==> src/rtl/gcd_ctrl.sv <==
// gcd_ctrl: Moore control FSM for a subtract-based GCD datapath.
// Sequence: IDLE -> LOAD_A -> LOAD_B -> COMP -> (SUB_A | SUB_B -> COMP)* -> DONE -> IDLE.
// The strobes are decoded from the state register only. The datapath loads
// on the falling edge, so the strobes are stable when it samples them.
// res_sel and err are registered so they stay valid after done.
// Optional feature: define GCD_WDOG_EN to add a 16-bit subtract-step
// watchdog. When the step count reaches MAX_STEPS, the run is aborted with err=1.
module gcd_ctrl #(
  parameter logic [15:0] MAX_STEPS = 16'd65535
) (
  input  logic clk,
  input  logic rst_n,
  input  logic start,
  input  logic lt,
  input  logic gt,
  input  logic eq,
  input  logic az,
  input  logic bz,
  output logic ld_a,
  output logic ld_b,
  output logic sel_in,
  output logic sel1,
  output logic sel2,
  output logic busy,
  output logic done,
  output logic res_sel,
  output logic err
);

  typedef enum logic [2:0] {
    IDLE   = 3'd0,
    LOAD_A = 3'd1,
    LOAD_B = 3'd2,
    COMP   = 3'd3,
    SUB_A  = 3'd4,
    SUB_B  = 3'd5,
    DONE   = 3'd6
  } state_t;

  state_t state_r;
  state_t state_nxt_s;
  logic   res_sel_r;
  logic   res_sel_set_s;
  logic   err_set_s;
  logic   wdog_trip_s;

`ifdef GCD_WDOG_EN
  logic [15:0] step_cnt_r;
  logic        err_r;

  assign wdog_trip_s = (step_cnt_r >= MAX_STEPS);

  // Step counter: cleared at the start of each run, counts subtract cycles, saturates.
  always_ff @(posedge clk or negedge rst_n) begin
    if (!rst_n) begin
      step_cnt_r <= 16'd0;
    end else if (state_r == LOAD_A) begin
      step_cnt_r <= 16'd0;
    end else if (((state_r == SUB_A) || (state_r == SUB_B)) && (step_cnt_r != 16'hFFFF)) begin
      step_cnt_r <= step_cnt_r + 16'd1;
    end else begin
      step_cnt_r <= step_cnt_r;
    end
  end

  // Abort flag: set when the watchdog ends a run, held until the next operand load.
  always_ff @(posedge clk or negedge rst_n) begin
    if (!rst_n) begin
      err_r <= 1'b0;
    end else if (state_r == LOAD_A) begin
      err_r <= 1'b0;
    end else if (err_set_s) begin
      err_r <= 1'b1;
    end else begin
      err_r <= err_r;
    end
  end

  assign err = err_r;
`else
  logic unused_cfg_s;

  // The limit only matters when the watchdog is built in.
  assign unused_cfg_s = ^MAX_STEPS;
  assign wdog_trip_s  = 1'b0;
  assign err          = 1'b0;
`endif

  // State register.
  always_ff @(posedge clk or negedge rst_n) begin
    if (!rst_n) begin
      state_r <= IDLE;
    end else begin
      state_r <= state_nxt_s;
    end
  end

  // Result-location register: cleared at operand load, set when A reached zero first.
  always_ff @(posedge clk or negedge rst_n) begin
    if (!rst_n) begin
      res_sel_r <= 1'b0;
    end else if (state_r == LOAD_A) begin
      res_sel_r <= 1'b0;
    end else if (res_sel_set_s) begin
      res_sel_r <= 1'b1;
    end else begin
      res_sel_r <= res_sel_r;
    end
  end

  assign res_sel = res_sel_r;

  // Next-state logic. COMP resolves the comparator flags in priority order.
  always_comb begin
    state_nxt_s   = state_r;
    res_sel_set_s = 1'b0;
    err_set_s     = 1'b0;
    case (state_r)
      IDLE: begin
        if (start) begin
          state_nxt_s = LOAD_A;
        end else begin
          state_nxt_s = IDLE;
        end
      end
      LOAD_A: state_nxt_s = LOAD_B;
      LOAD_B: state_nxt_s = COMP;
      COMP: begin
        if (eq) begin
          state_nxt_s = DONE;
        end else if (az) begin
          state_nxt_s   = DONE;
          res_sel_set_s = 1'b1;
        end else if (bz) begin
          state_nxt_s = DONE;
        end else if (wdog_trip_s) begin
          state_nxt_s = DONE;
          err_set_s   = 1'b1;
        end else if (gt) begin
          state_nxt_s = SUB_A;
        end else if (lt) begin
          state_nxt_s = SUB_B;
        end else begin
          // Inconsistent comparator flags: end the run rather than stall.
          state_nxt_s = DONE;
        end
      end
      SUB_A:   state_nxt_s = COMP;
      SUB_B:   state_nxt_s = COMP;
      DONE:    state_nxt_s = IDLE;
      default: state_nxt_s = IDLE;
    endcase
  end

  // Moore output decode from the state register only.
  always_comb begin
    ld_a   = 1'b0;
    ld_b   = 1'b0;
    sel_in = 1'b0;
    sel1   = 1'b0;
    sel2   = 1'b0;
    busy   = 1'b1;
    done   = 1'b0;
    case (state_r)
      IDLE: busy = 1'b0;
      LOAD_A: begin
        ld_a   = 1'b1;
        sel_in = 1'b1;
      end
      LOAD_B: begin
        ld_b   = 1'b1;
        sel_in = 1'b1;
      end
      COMP: busy = 1'b1;
      SUB_A: begin
        ld_a = 1'b1;
        sel2 = 1'b1;
      end
      SUB_B: begin
        ld_b = 1'b1;
        sel1 = 1'b1;
      end
      DONE:    done = 1'b1;
      default: busy = 1'b0;
    endcase
  end

endmodule

==> config.mk <==
export PLATFORM = sky130hd
export DESIGN_NAME = gcd_ctrl
export DESIGN_NICKNAME = d
export VERILOG_FILES = /design/src/rtl/gcd_ctrl.sv
export SDC_FILE = /design/constraint.sdc
export NUM_CORES = 1
export LEC_CHECK = 0
export CAP_MARGIN = 40
export CORE_AREA = 2 2 39 41
export CTS_CLUSTER_DIAMETER = 120
export DETAILED_ROUTE_END_ITERATION = 8
export DIE_AREA = 0 0 41 43
export PLACE_DENSITY = 0.64
export SLEW_MARGIN = 20
export SYNTH_ARGS = -nofsm -noshare
export SYNTH_HDL_FRONTEND = slang
export SYNTH_SLANG_ARGS = --single-unit
==> constraint.sdc <==
create_clock -name clk -period 1.3 [get_ports clk]
set_clock_uncertainty 0.15 [all_clocks]
set_input_delay 0.26 -clock clk [delete_from_list [all_inputs] [get_ports clk]]
set_output_delay 0.26 -clock clk [all_outputs]
set_load 0.02 [all_outputs]
## After elaboration in Yosys (flattened, before gate mapping)

Index checks and enable logic that the tools add are counted.

| storage, ports and cells | value |
|---|---|
| flip-flop bits (word level) | 4 |
| bits of input ports | 8 |

| operators by class | value |
|---|---|
| equal/unequal tests | 6 |
| muxes and demuxes | 19 |
| reductions and logical operators | 7 |

Operators with widths:

| kind | number |
|---|---|
| two-way mux 1 bit | 13 |
| case mux 3 bit (4 select lines) | 1 |
| two-way mux 2 bit | 5 |
| equality test 3 bit, second input constant | 3 |
| equality test 3 x 2 -> 1 bit, second input constant | 2 |
| OR reduction 2 bit | 3 |
| OR reduction 6 bit | 1 |
| equality test 3 x 1 -> 1 bit, second input constant | 1 |
| zero test 3 bit | 1 |
| OR reduction 3 bit | 1 |
| nonzero test 2 bit | 1 |

## Logic depth before layout (Yosys ltp)

| logic depth | value |
|---|---|
| depth in word-level cells | 6 |
| depth in mapped cells | 4 |
| gate-level depth less buffers | 3 |

## Least setup slack after synthesis

No wires, ideal clock.

| timing path | value |
|---|---|
| path type | flip-flop to output port |
| from | reg state_r[1] |
| to | out sel2 |
| arrival | 1.078 ns |
| required time | 0.890 ns |
| slack | -0.188 ns |
| stages on the path, launching flop included | 3 |
| buffers on the path | 1 |
| cell sequence | dfrtp_1 > buf_4 > nor3b_1 |

| on the way | value |
|---|---|
| word-level cells in the longest chain between the ends | 2 |

RTL lines:

| what | line | RTL |
|---|---|---|
| start: declaration | 40 | `state_t state_r;` |
| start signal: assignment | 94 | `state_r <= state_nxt_s;` |
| equality test 3 bit | 164 | `case (state_r)` |
| two-way mux 1 bit | 164 |  |
| end: declaration | 23 | `output logic sel2,` |

Every way passes these cells.

## Worst setup path in the final report

| timing path | value |
|---|---|
| from | reg state_r[0] |
| to | out busy |

| on the way | value |
|---|---|
| word-level cells in the longest chain between the ends | 3 |
| elaborated cells between the ends (all ways) | 8 |

RTL lines:

| what | line | RTL |
|---|---|---|
| equality test 3 x 1 -> 1 bit (tied with other cells) | 164 |  |
| OR reduction 6 bit (no source line) * | n/a |  |
| two-way mux 1 bit * | 164 |  |
| end: declaration | 24 | `output logic busy,` |

Mark *: on every way between the ends. The rest lies on a longest branch, timed or not.

==> impl_metrics.ini <==
[grt]
grtUsageTotal_pct = 13.32
antenna_found_initial = 0
grt_max_degree = 7
grt_pass1_vias = 383
grt_pass1_wl_mm = 1.607
grt_overflow_total = 0

[logic_synthesis]
synth_area_per_cell_um2 = 9.090
synth.area.top_cells = dfrtp_1 (32%), nor4b_4 (7.7%), buf_4 (7.3%)
synthFlopType = dfrtp_1
yosys-top-cells-count = nor2_1 (5), dfrtp_1 (4), buf_4 (3), inv_1 (3)
yosysMostFrequentCell = nor2_1
yosysWarnings = 0
yosysSeqAreaShare_pct = 32.39
synth_edf_count = 0
yosysUniqueCellTypes = 21
synth_top_area_share_pct = 32.39
async_flop_share_pct = 100.0
ys_ff_latch = 4
synth_area_leader_cell = dfrtp_1
syn_area_um2 = 309.0
synth_cells = 34
syn_nets = 42

[die]
die_h_um = 43
row_count = 14
core_area_um2 = 1384
die_w_um = 41
start_util_pct = 22.33
dieArea_um2 = 1763
pin_count = 17

[route]
drtIter0Drc = 1
via_per_inst = 4.386
drt_first_pass_iters = 2
dr_total_vias = 364
ant_nets = 0
drc = 0
drt-total-wl_um = 944
post_drt_wl_per_cell_um = 11.37

[cts]
root_buffer = clkbuf_4
clock_latency_ns = 0.23
cts_buffers = 3
ctsHtreeMaxLevel = 1
cts_tree = built
clkSlewWorstSetupHoldPaths_ns = 0.04
cts_buffer_depth = 2
clock_sinks = 4

[setup_path]
worstPathCellList = buf_6 -> nor3_4 -> nor2_4 -> buf_6
crit_arrival_ns = 1.20
critPathRequiredTime_ns = 0.89
critPathLaunchType = register
cp_top_family = flip-flops
cpMaxStageDelayCell = dfrtp_2
max_stage_delay_ns = 0.44
worstSetupPathType = register to output port
r2r_cells = 5
cp-end-kind = output port
path_common_cell = buf_6
cp.depth = 4
cp_max_fo = 6
path_buf_inv = 2

[cells_and_area]
final_cells = 83
area_delta_synth_final_pct = 134.8
multi_input_area_um2 = 247.7
drive_above_1_share_pct = 70.15
finalInstanceArea_um2 = 725.7
nFillCells = 133
antenna_cells = 0
num-nets-final = 77
regArea_um2 = 102.6

[timing]
grt_setup_unrepaired = true
fmax_mhz = 621.2
finalHoldViolCount = 0
setup_viol_count_final = 9
fin_crit_sh_pct = 123.8
drv_slew = 0
period_needed_ns = 1.610
worst_slack_ns = -0.3099

[power]
comb_power_share_pct = 77.7
p_leak_nw = 0.3358
p_per_area_nw_per_um2 = 2588
p_seq_share_pct = 14.4
p_sw_w = 0.0007441
p_int_w = 0.001134
swShare_pct = 39.63
finalPower_w = 0.001878
ir_worst_vdd_v = 0.001155
power_frac_clock_pct = 7.9

[job]
cap_violations = 0

[placed_design]
pre_cts_slack_ns = -0.5544
dp.cells = 71
place_hpwl_um = 573.3
dpl_cell_area_um2 = 545.5
routabilityCongestion = 0.7800
port_buffers = 15

[status]
violations = setup timing
status = finished, violations left

[hold_path]
hp-class = input pin to asynchronous set/reset pin
## layout by cell type, fill, tap and decap left out
master           count
buf_4               14
clkbuf_4             3
nor2_2               1
inv_2                1
dfrtp_2              2
a21o_1               1
and3_4               2
a21oi_2              1
clkdlybuf4s15_2      1
dfrtp_1              2
buf_6               12
a31oi_1              1
nor2_1               2
o22a_1               1
nand2b_1             1
nand2b_4             1
nand2_1              1
a221oi_2             2
inv_1                2
nor3b_2              2
conb_1               1
nor4b_4              1
clkdlybuf4s50_1      7
nor3_4               1
o21a_1               1
nor2_4               2
xnor2_4              1
## metrics by stage
| stage | util [%] | hold slack (ns) | setup TNS, ns |
|---|---|---|---|
| floorplan | - | -0.1856 | -0.03642 |
| global placement | 39.42 | 0.3249 | -3.894 |
| detailed placement | 39.42 | 0.3288 | -3.990 |
| CTS | 50.99 | 0.08167 | -1.878 |
| global route | 52.44 | 0.08768 | -2.416 |
| finish | 52.44 | 0.08278 | -1.931 |
## power by group through the flow
stage | clock (W) | combinational, W | sequential, W
after detailed placement | 0 | 0.000946 | 0.000277
after floorplan | 0 | 0.000600 | 0.000234
after global placement | 0 | 0.000941 | 0.000276
after global routing | 0.000166 | 0.00155 | 0.000279
after CTS | 0.000156 | 0.00139 | 0.000265
final | 0.000149 | 0.00146 | 0.000270
## registers in the layout (all words and copies together) (netlist names)
name and flops:
state_r 3, res_sel 1
## worst paths after layout
| kind | startpoint | end | slack, ns |
|---|---|---|---|
| setup / recovery | state_r[0] | busy | -0.31 |
| hold / removal | rst_n | res_sel | 0.08 |
| setup reg to reg | state_r[1] | state_r[1] | -0.14 |
| hold reg to reg | res_sel | res_sel | 0.35 |
| max in group asynchronous | rst_n | state_r[0] | 0.74 |
| min in group clk | res_sel | res_sel | 0.35 |
## per-layer routing
| metal | global-route usage (%) | wire (µm) | up-vias |
|---|---|---|---|
| li1 | - | - | 180 |
| met2 | 22.81 | 563 | 9 |
| met3 | 1.571 | 28 | 0 |
| met4 | 6.000 | 0 | 0 |
| met5 | 0 | 0 | - |
| met1 | 15.36 | 352 | 175 |
## logic make-up (layout without fill, tap and decap cells)
logic type	count (synthesis)	count (layout)	share of synthesized area (%)
and+or+nand+nor	14	14	31.98
AOI/OAI and AO/OA	7	7	19.03
buffers and inverters	7	40	12.55
DFF	4	4	32.39
other	1	1	1.213
xor gates and xnor gates	1	1	2.835
## repair_timing
action                                  CTS  global route
pin swaps                                 5             4
setup buffers                             7             2
gates resized for setup                  63             1
endpoints found under the setup margin   11            10
hold buffers                              0             0
hold endpoints to repair                  0             0
## cell type report
type                       count  area share (%)
tap                           16           2.759
multi-input combinational     23           34.14
timing repair buffer          34           44.31
inverter                       3           1.552
sequential                     4           14.14
clock buffer                   3           3.103
(Power assumes the default switching activity.)
